## config.mk

```make
export PLATFORM = sky130hd
export DESIGN_NAME = quad_enc_pwm_array
export DESIGN_NICKNAME = d
export VERILOG_FILES = /design/src/rtl/quad_enc_pwm_array.sv
export SDC_FILE = /design/constraint.sdc
export NUM_CORES = 1
export LEC_CHECK = 0
export ABC_AREA = 1
export CAP_MARGIN = 20
export CORE_MARGIN = 5
export CORE_UTILIZATION = 42
export CTS_CLUSTER_DIAMETER = 200
export DETAILED_ROUTE_END_ITERATION = 6
export REMOVE_ABC_BUFFERS = 1
export SLEW_MARGIN = 0
export SYNTH_ARGS = -nofsm -noshare
export SYNTH_HDL_FRONTEND = slang
export SYNTH_SLANG_ARGS = --single-unit
```

## constraint.sdc

```tcl
create_clock -name clk_clk -period 9.3 [get_ports clk_clk]
set_input_delay 1.395 -clock clk_clk [delete_from_list [all_inputs] [get_ports clk_clk]]
set_output_delay 1.395 -clock clk_clk [all_outputs]
set_load 0.01 [all_outputs]
```

## src/rtl/quad_enc_pwm_array.sv

```systemverilog
// NUM_CH channels, each with an x4 quadrature decoder, a position counter and a PWM generator with shadowed period/duty.
// Optional feature macro: QUAD_ENC_GLITCH_FILTER_EN adds a 3-sample stability filter on each synchronised encoder bit.
module quad_enc_pwm_array #(
  parameter int NUM_CH      = 2,
  parameter int CNT_W       = 16,
  parameter int PWM_W       = 10,
  parameter int SYNC_STAGES = 2
) (
  input  logic                      clk_clk,
  input  logic                      reset_reset,
  input  logic [2*NUM_CH-1:0]       encoder_in_new_signal,
  output logic [NUM_CH-1:0]         pwm_out_new_signal,
  input  logic [$clog2(NUM_CH)+1:0] avs_address,
  input  logic                      avs_write,
  input  logic [31:0]               avs_writedata,
  input  logic                      avs_read,
  output logic [31:0]               avs_readdata
);
  localparam int AW = $clog2(NUM_CH) + 2;

  logic [AW-1:0]    ch_sel;
  logic [1:0]       reg_sel;
  logic [CNT_W-1:0] pos_all [NUM_CH];
  logic [PWM_W-1:0] per_all [NUM_CH];
  logic [PWM_W-1:0] duty_all [NUM_CH];
  logic [NUM_CH-1:0] err_all;
  logic [NUM_CH-1:0] dir_all;
  logic [31:0]      rd_mux;
  logic             unused_wd;

  assign ch_sel    = avs_address >> 2;
  assign reg_sel   = avs_address[1:0];
  assign unused_wd = ^avs_writedata;

  // Position of an {A,B} pair along the forward sequence 00 -> 10 -> 11 -> 01.
  function automatic logic [1:0] gray_idx(input logic [1:0] ab);
    case (ab)
      2'b00:   gray_idx = 2'd0;
      2'b10:   gray_idx = 2'd1;
      2'b11:   gray_idx = 2'd2;
      default: gray_idx = 2'd3;
    endcase
  endfunction

  for (genvar i = 0; i < NUM_CH; i++) begin : g_ch
    logic [1:0]       sync_p [SYNC_STAGES];
    logic [1:0]       prev_p;
    logic [1:0]       cur_ab;
    logic [1:0]       delta;
    logic             up, dn, illegal, wr_hit;
    logic [CNT_W-1:0] pos_q;
    logic             err_q, dir_q;
    logic [PWM_W-1:0] per_sh, duty_sh, per_act, duty_act, pwm_cnt;
    logic             pwm_q, wrap;

    assign wr_hit = avs_write && (ch_sel == AW'(i));

`ifdef QUAD_ENC_GLITCH_FILTER_EN
    logic [1:0] hist1_p, hist2_p, raw;
    assign raw = sync_p[SYNC_STAGES-1];
    // A bit is accepted only after three identical samples; otherwise it holds its last accepted value.
    always_comb begin
      cur_ab = prev_p;
      for (int b = 0; b < 2; b++)
        if (raw[b] == hist1_p[b] && raw[b] == hist2_p[b]) cur_ab[b] = raw[b];
    end
    always_ff @(posedge clk_clk) begin
      if (reset_reset) begin
        hist1_p <= '0;
        hist2_p <= '0;
      end else begin
        hist1_p <= raw;
        hist2_p <= hist1_p;
      end
    end
`else
    assign cur_ab = sync_p[SYNC_STAGES-1];
`endif

    assign delta   = gray_idx(cur_ab) - gray_idx(prev_p);
    assign up      = (delta == 2'd1);
    assign dn      = (delta == 2'd3);
    assign illegal = (delta == 2'd2);

    // Synchroniser stages, then the previous-state register used by the decoder
    always_ff @(posedge clk_clk) begin
      if (reset_reset) begin
        for (int k = 0; k < SYNC_STAGES; k++) sync_p[k] <= '0;
        prev_p <= '0;
      end else begin
        sync_p[0] <= {encoder_in_new_signal[2*i], encoder_in_new_signal[2*i+1]};
        for (int k = 1; k < SYNC_STAGES; k++) sync_p[k] <= sync_p[k-1];
        prev_p <= cur_ab;
      end
    end

    always_ff @(posedge clk_clk) begin
      if (reset_reset) begin
        pos_q <= '0;
        err_q <= 1'b0;
        dir_q <= 1'b0;
      end else begin
        if (wr_hit && reg_sel == 2'd0) pos_q <= avs_writedata[CNT_W-1:0];
        else if (up)                   pos_q <= pos_q + CNT_W'(1);
        else if (dn)                   pos_q <= pos_q - CNT_W'(1);
        if (up)      dir_q <= 1'b1;
        else if (dn) dir_q <= 1'b0;
        if (illegal)                                      err_q <= 1'b1;
        else if (wr_hit && reg_sel == 2'd1 && avs_writedata[0]) err_q <= 1'b0;
      end
    end

    // PWM: shadow registers are copied into the active set only on the wrap cycle
    assign wrap = (pwm_cnt >= per_act);
    always_ff @(posedge clk_clk) begin
      if (reset_reset) begin
        per_sh   <= '1;
        duty_sh  <= '0;
        per_act  <= '1;
        duty_act <= '0;
        pwm_cnt  <= '0;
        pwm_q    <= 1'b0;
      end else begin
        if (wr_hit && reg_sel == 2'd2) per_sh  <= avs_writedata[PWM_W-1:0];
        if (wr_hit && reg_sel == 2'd3) duty_sh <= avs_writedata[PWM_W-1:0];
        pwm_q <= (pwm_cnt < duty_act);
        if (wrap) begin
          pwm_cnt  <= '0;
          per_act  <= per_sh;
          duty_act <= duty_sh;
        end else begin
          pwm_cnt <= pwm_cnt + PWM_W'(1);
        end
      end
    end

    assign pos_all[i]            = pos_q;
    assign err_all[i]            = err_q;
    assign dir_all[i]            = dir_q;
    assign per_all[i]            = per_sh;
    assign duty_all[i]           = duty_sh;
    assign pwm_out_new_signal[i] = pwm_q;
  end

  always_comb begin
    rd_mux = '0;
    for (int i = 0; i < NUM_CH; i++) begin
      if (ch_sel == AW'(i)) begin
        case (reg_sel)
          2'd0:    rd_mux = 32'(pos_all[i]);
          2'd1:    rd_mux = {30'd0, dir_all[i], err_all[i]};
          2'd2:    rd_mux = 32'(per_all[i]);
          default: rd_mux = 32'(duty_all[i]);
        endcase
      end
    end
  end

  // Read data stage: captured on a read strobe, held until the next one
  always_ff @(posedge clk_clk) begin
    if (reset_reset)   avs_readdata <= '0;
    else if (avs_read) avs_readdata <= rd_mux;
  end

endmodule

```

* After elaboration in Yosys (flattened, before gate mapping) *
Memories as Yosys holds them, arrays and structs flattened.
Index checks and enable logic that the tools add are counted.

storage, ports and cells
  register bits after elaboration = 174
  bits in writable memories = 8
  input port bits = 43
  word-level logic and storage cells = 111
  memories = 2

memory list
  memory          depth  width  rd ports  clocked after memory_dff  write ports  line  source
  g_ch[0].sync_p  2      2      2         0                         2            46    logic [1:0] sync_p [SYNC_STAGES];
  g_ch[1].sync_p  2      2      2         0                         2            46

cells by class
  $add $sub $neg = 8
  magnitude comparators = 4
  equal/unequal tests = 17
  multiplexer cells = 29
  bitwise gates (word level) = 4
  reduce and logical (&&, ||, !) cells = 26

operators with widths
  cell                   count
  $mux 16                7
  $pmux 16 s3            2
  $add 16x1->16 const B  2
  $mux 32                1
  $sub 16x1->16 const B  2
  $eq 2x2->1 const B     14
  $pmux 2 s3             4
  $add 10x1->10 const B  2
  $ge 10x10->1           2
  $lt 10x10->1           2
  $logic_and 1x1->1      12
  $mux 1                 11
  $logic_not 2->1        5
  $mux 2                 4
  $reduce_bool 2->1      4
  $eq 2x1->1 const B     3
  $reduce_bool 3->1      2
  $or 1x1->1             4
  $reduce_or 2->1        2
  $sub 2x2->2            2
  $logic_not 3->1        1

* Logic depth before layout (Yosys ltp) *
An unclocked memory read counts as a cell.

  word-level depth = 8
  mapped depth = 22

* Worst setup path before layout *
No wires, ideal clock.

  path kind = reg2reg
  start point = memory g_ch[0].sync_p[1][1] (netlist: g_ch[0].sync_p[0][3])
  end point = register g_ch[0].pos_q[8]
  setup time = 0.128 ns
  arrival = 2.798 ns
  required time = 9.172 ns
  path slack = 6.374 ns
  stages on the path, launching flop included = 18
  path buffers = 0
  clock period less this slack = 2.926 ns
  path through = dfxtp_1 > inv_1 > ha_1 > ha_1 > inv_1 > nand3_1 > inv_1 > fa_1 > inv_1 > nand3_1 > nand2_1 > nand2_1 > nand2_1 > nand2_1 > nand3_1 > nand2_1 > a21oi_1 > nor2_1

RTL lines
  element               line  source
  start, declared       46
  end signal, assigned  103   if (wr_hit && reg_sel == 2'd0) pos_q <= avs_writedata[CNT_W-1:0];
  end signal, assigned  104   else if (up) pos_q <= pos_q + CNT_W'(1);
  end signal, assigned  105   else if (dn) pos_q <= pos_q - CNT_W'(1);
  end, declared         51    logic [CNT_W-1:0] pos_q;

==> metrics.txt <==
status finished with violations; failing checks design-rule violations; Final min period 3620 ps; cell area after synthesis 9490 um2; Setup-failing EPs final 0; global placement routability congestion roughly 0.85; Synth Area in Compound Gates 0.198; synth warn 0; Synth Area in XOR/XNOR 0.0203; Routed WL approximately 24 mm; Overall Power approximately 2200 uW; setup tns final 0 ps; Critical-path top delay cell nand3_1; flops & latches, synth about 170; Setup crit end kind flop; Post-synth EDFFs 0; num ports just under 80; period utilization 0.390; effective utilization at floorplan 0.423; WP data arrival between 3000 and 4000 ps; final hold slack approximately 400 ps; Seq/Total Area, Yosys 0.350; RSZ-0062 raised after global routing no; main flop type after synthesis dfxtp_1; PwrDens just over 200 nW/um2; Core Area 22400 um2; leading area contributor after synthesis dfxtp_1; layout cells sized above 1 0.0492; antenna viol nets, final 0; share of synthesized registers carrying an async set or reset 0; Final Hold Vio Count 0; Slew Limit Headroom 0.326; Fmax between 200 and 300 MHz; Die Ht 160 um; total number of vias between 8000 and 9000; Post-Syn Area per Cell about 7.2 um2; CTS sink count approximately 170; Initial DRC Count 610; Slew Limit Fails 0; CP most frequent cell nand2_1; simple-gate share of the synthesized area 0.199; maxcap violations 0; number of vias per cell a little over 5; hold buffers post-CTS 0; Layout area overhead 12.0%; area share of the largest cell type after synthesis 0.350; hold_sp g_ch[1].sync_p[0][1]$_SDFF_PP0_; vias in the first global route 7782; Setup CP Type flop to flop; Worst Setup SP g_ch[0].sync_p[0][3]$_SDFF_PP0_; Max IR drop VDD between 150 and 200 uV; Worst Path Required 9580 ps; LEAKAGE a little under 0.005 uW; adder-cell area share of the yosys netlist 0.112; Nets roughly 1500; Synth cell types 44; Core Rows 55; Clock Tree Root clkbuf_16; Critical Path Source Type flop; crit path cell chain inv_1 -> ha_1 -> ha_1 -> inv_1 -> nand3_1 -> inv_1 -> fa_1 -> inv_1 -> nand3_1 -> nand2_1 -> nand2_1 -> nand2_1 -> nand2_1 -> nand3_1 -> nand2_1 -> a21oi_1 -> nor2_1; largest cells by area after synthesis dfxtp_1 (35%), ha_1 (11%), nand2_1 (10%); clock-pin slew of the registers on the worst-case setup and hold paths roughly 70 ps; worst min path class flop to flop; antenna violations before repair 0; htree depth 4; clock insertion delay at the later pin of the skew report 430 ps; maximum buffer depth of the clock tree 2; GRT Total Usage 0.187; DR DRC count 2; die width 160 um; slowest stage delay, CP about 700 ps; mux cell area share after synthesis 0; worst-margin pin slew between 1000 and 1500 ps; Syn Inst Count 1326; die area 25700 um2; Worst Skew ~10 ps; largest net degree at the start of global routing between 60 and 70; largest family of logic cells by synthesized area simple AND/OR/NAND/NOR gates; wire per inst 14.6 um; Detail Placement HPWL between 15 and 20 mm; Worst R2R Start g_ch[0].sync_p[0][3]$_SDFF_PP0_; crit path max fanout 19; CTS Buf Count 17; TritonCTS clock tree built; CTS resizes 0; total gr overflow 0; post-CTS setup buffer count 0; Inserted Diodes 0; Pre-antenna DRT Iters 7; port bufs 44; first-pass GRT wire length between 30 and 40 mm
==> kinds of logic (layout without fill, tap and decap cells) <==
group / Yosys count / count (layout)
AOI/OAI and AO/OA: 339 / 339
other: 1 / 16
DFF: 166 / 166
adders and majority gates: 84 / 84
and+or+nand+nor: 443 / 443
buffers and inverters: 271 / 291
xor gates and xnor gates: 22 / 22
==> per-layer routing <==
| metal | up-vias | routed length, um | global-route usage |
|---|---|---|---|
| met5 | - | 0 | 0 |
| met4 | 0 | 337 | 0.0520 |
| met3 | 28 | 1160 | 0.0395 |
| met2 | 180 | 11000 | 0.302 |
| met1 | 3822 | 11600 | 0.256 |
| li1 | 4373 | - | - |
==> report_power, final <==
| group | total (uW) | switching [uW] | internal (uW) |
|---|---|---|---|
| Combinational | 650 | 412 | 238 |
| Sequential | 796 | 37.7 | 758 |
| Clock | 725 | 321 | 404 |
| Total | 2170 | 771 | 1400 |
==> cells in the final DEF (no fill, tap or decap), drive strengths merged, types with 25 or more instances in the layout <==
cell             n
ha              82
o211ai          29
nand3           48
inv            213
dfxtp          166
a21oi          143
clkdlybuf4s50   43
nor2            86
o21ai          115
nand2          270
o22ai           25
==> critical path, delay by kind of cell, from the launching register on <==
| kind | cells | cell delay, ps |
|---|---|---|
| AO/OA/AOI/OAI | 1 | 120 |
| adder cells (fa/ha/maj) | 3 | 1160 |
| buffers and inverters | 4 | 450 |
| flip-flops | 1 | 330 |
| AND/OR/NAND/NOR | 9 | 1410 |
==> through the flow <==
step | cell area, um2 | std cells | util | setup slack [ps]
5_1_grt | 10600 | 1646 | 0.474 | 5330
3_3_place_gp | 10000 | 1614 | 0.447 | 5410
6_report | 10600 | 1646 | 0.474 | 5680
2_1_floorplan | 9200 | 1280 | - | 6220
4_1_cts | 10600 | 1646 | 0.474 | 5710
3_5_place_dp | 10000 | 1614 | 0.447 | 5360
==> worst paths after layout <==
path | slack, ps | depth (start not counted) | end
max | 5680 | 17 | g_ch[0].pos_q[8]$_SDFFE_PP0P_
min | 400 | 2 | g_ch[1].sync_p[0][3]$_SDFF_PP0_
max reg2reg | 5680 | 17 | g_ch[0].pos_q[8]$_SDFFE_PP0P_
min reg2reg | 400 | 2 | g_ch[1].sync_p[0][3]$_SDFF_PP0_
==> Yosys cell counts, types with 2 or more instances <==
master,n
buf_6,2
nand3_1,48
nand2_4,3
dfxtp_1,166
clkinv_1,2
xor2_1,18
a21boi_0,4
nor2_1,82
xnor2_1,4
ha_1,82
nor3_1,7
or2_2,3
inv_2,9
nand4_1,11
o221ai_1,3
nand3b_1,10
or2_0,3
and2_1,3
nand2_1,260
o22ai_1,25
buf_4,24
o21bai_1,4
o21ai_1,9
inv_1,198
nor2_2,3
buf_2,13
nand2_2,7
o2111ai_1,7
clkbuf_1,20
o211ai_1,29
a31oi_1,7
o21ai_0,105
fa_1,2
a21oi_1,143
==> registers in the layout, summed over array words and instances (netlist names) <==
name,flops
g_ch.err_q,2
g_ch.per_sh,20
g_ch.per_act,20
g_ch.sync_p,8
g_ch.duty_act,20
g_ch.pwm_cnt,20
g_ch.pos_q,32
g_ch.prev_p,4
g_ch.duty_sh,20
avs_readdata,16
g_ch.pwm_q,2
g_ch.dir_q,2
==> cell type report <==
cell class / instances / area, um2
fill: 2262 / 11800
inverter: 210 / 791
multi-input combinational: 904 / 5080
tap: 285 / 357
clock inverter: 14 / 171
timing repair buffer: 49 / 473
clock buffer: 18 / 429
sequential: 166 / 3320
No activity file was read; power rests on OpenSTA's default activity.
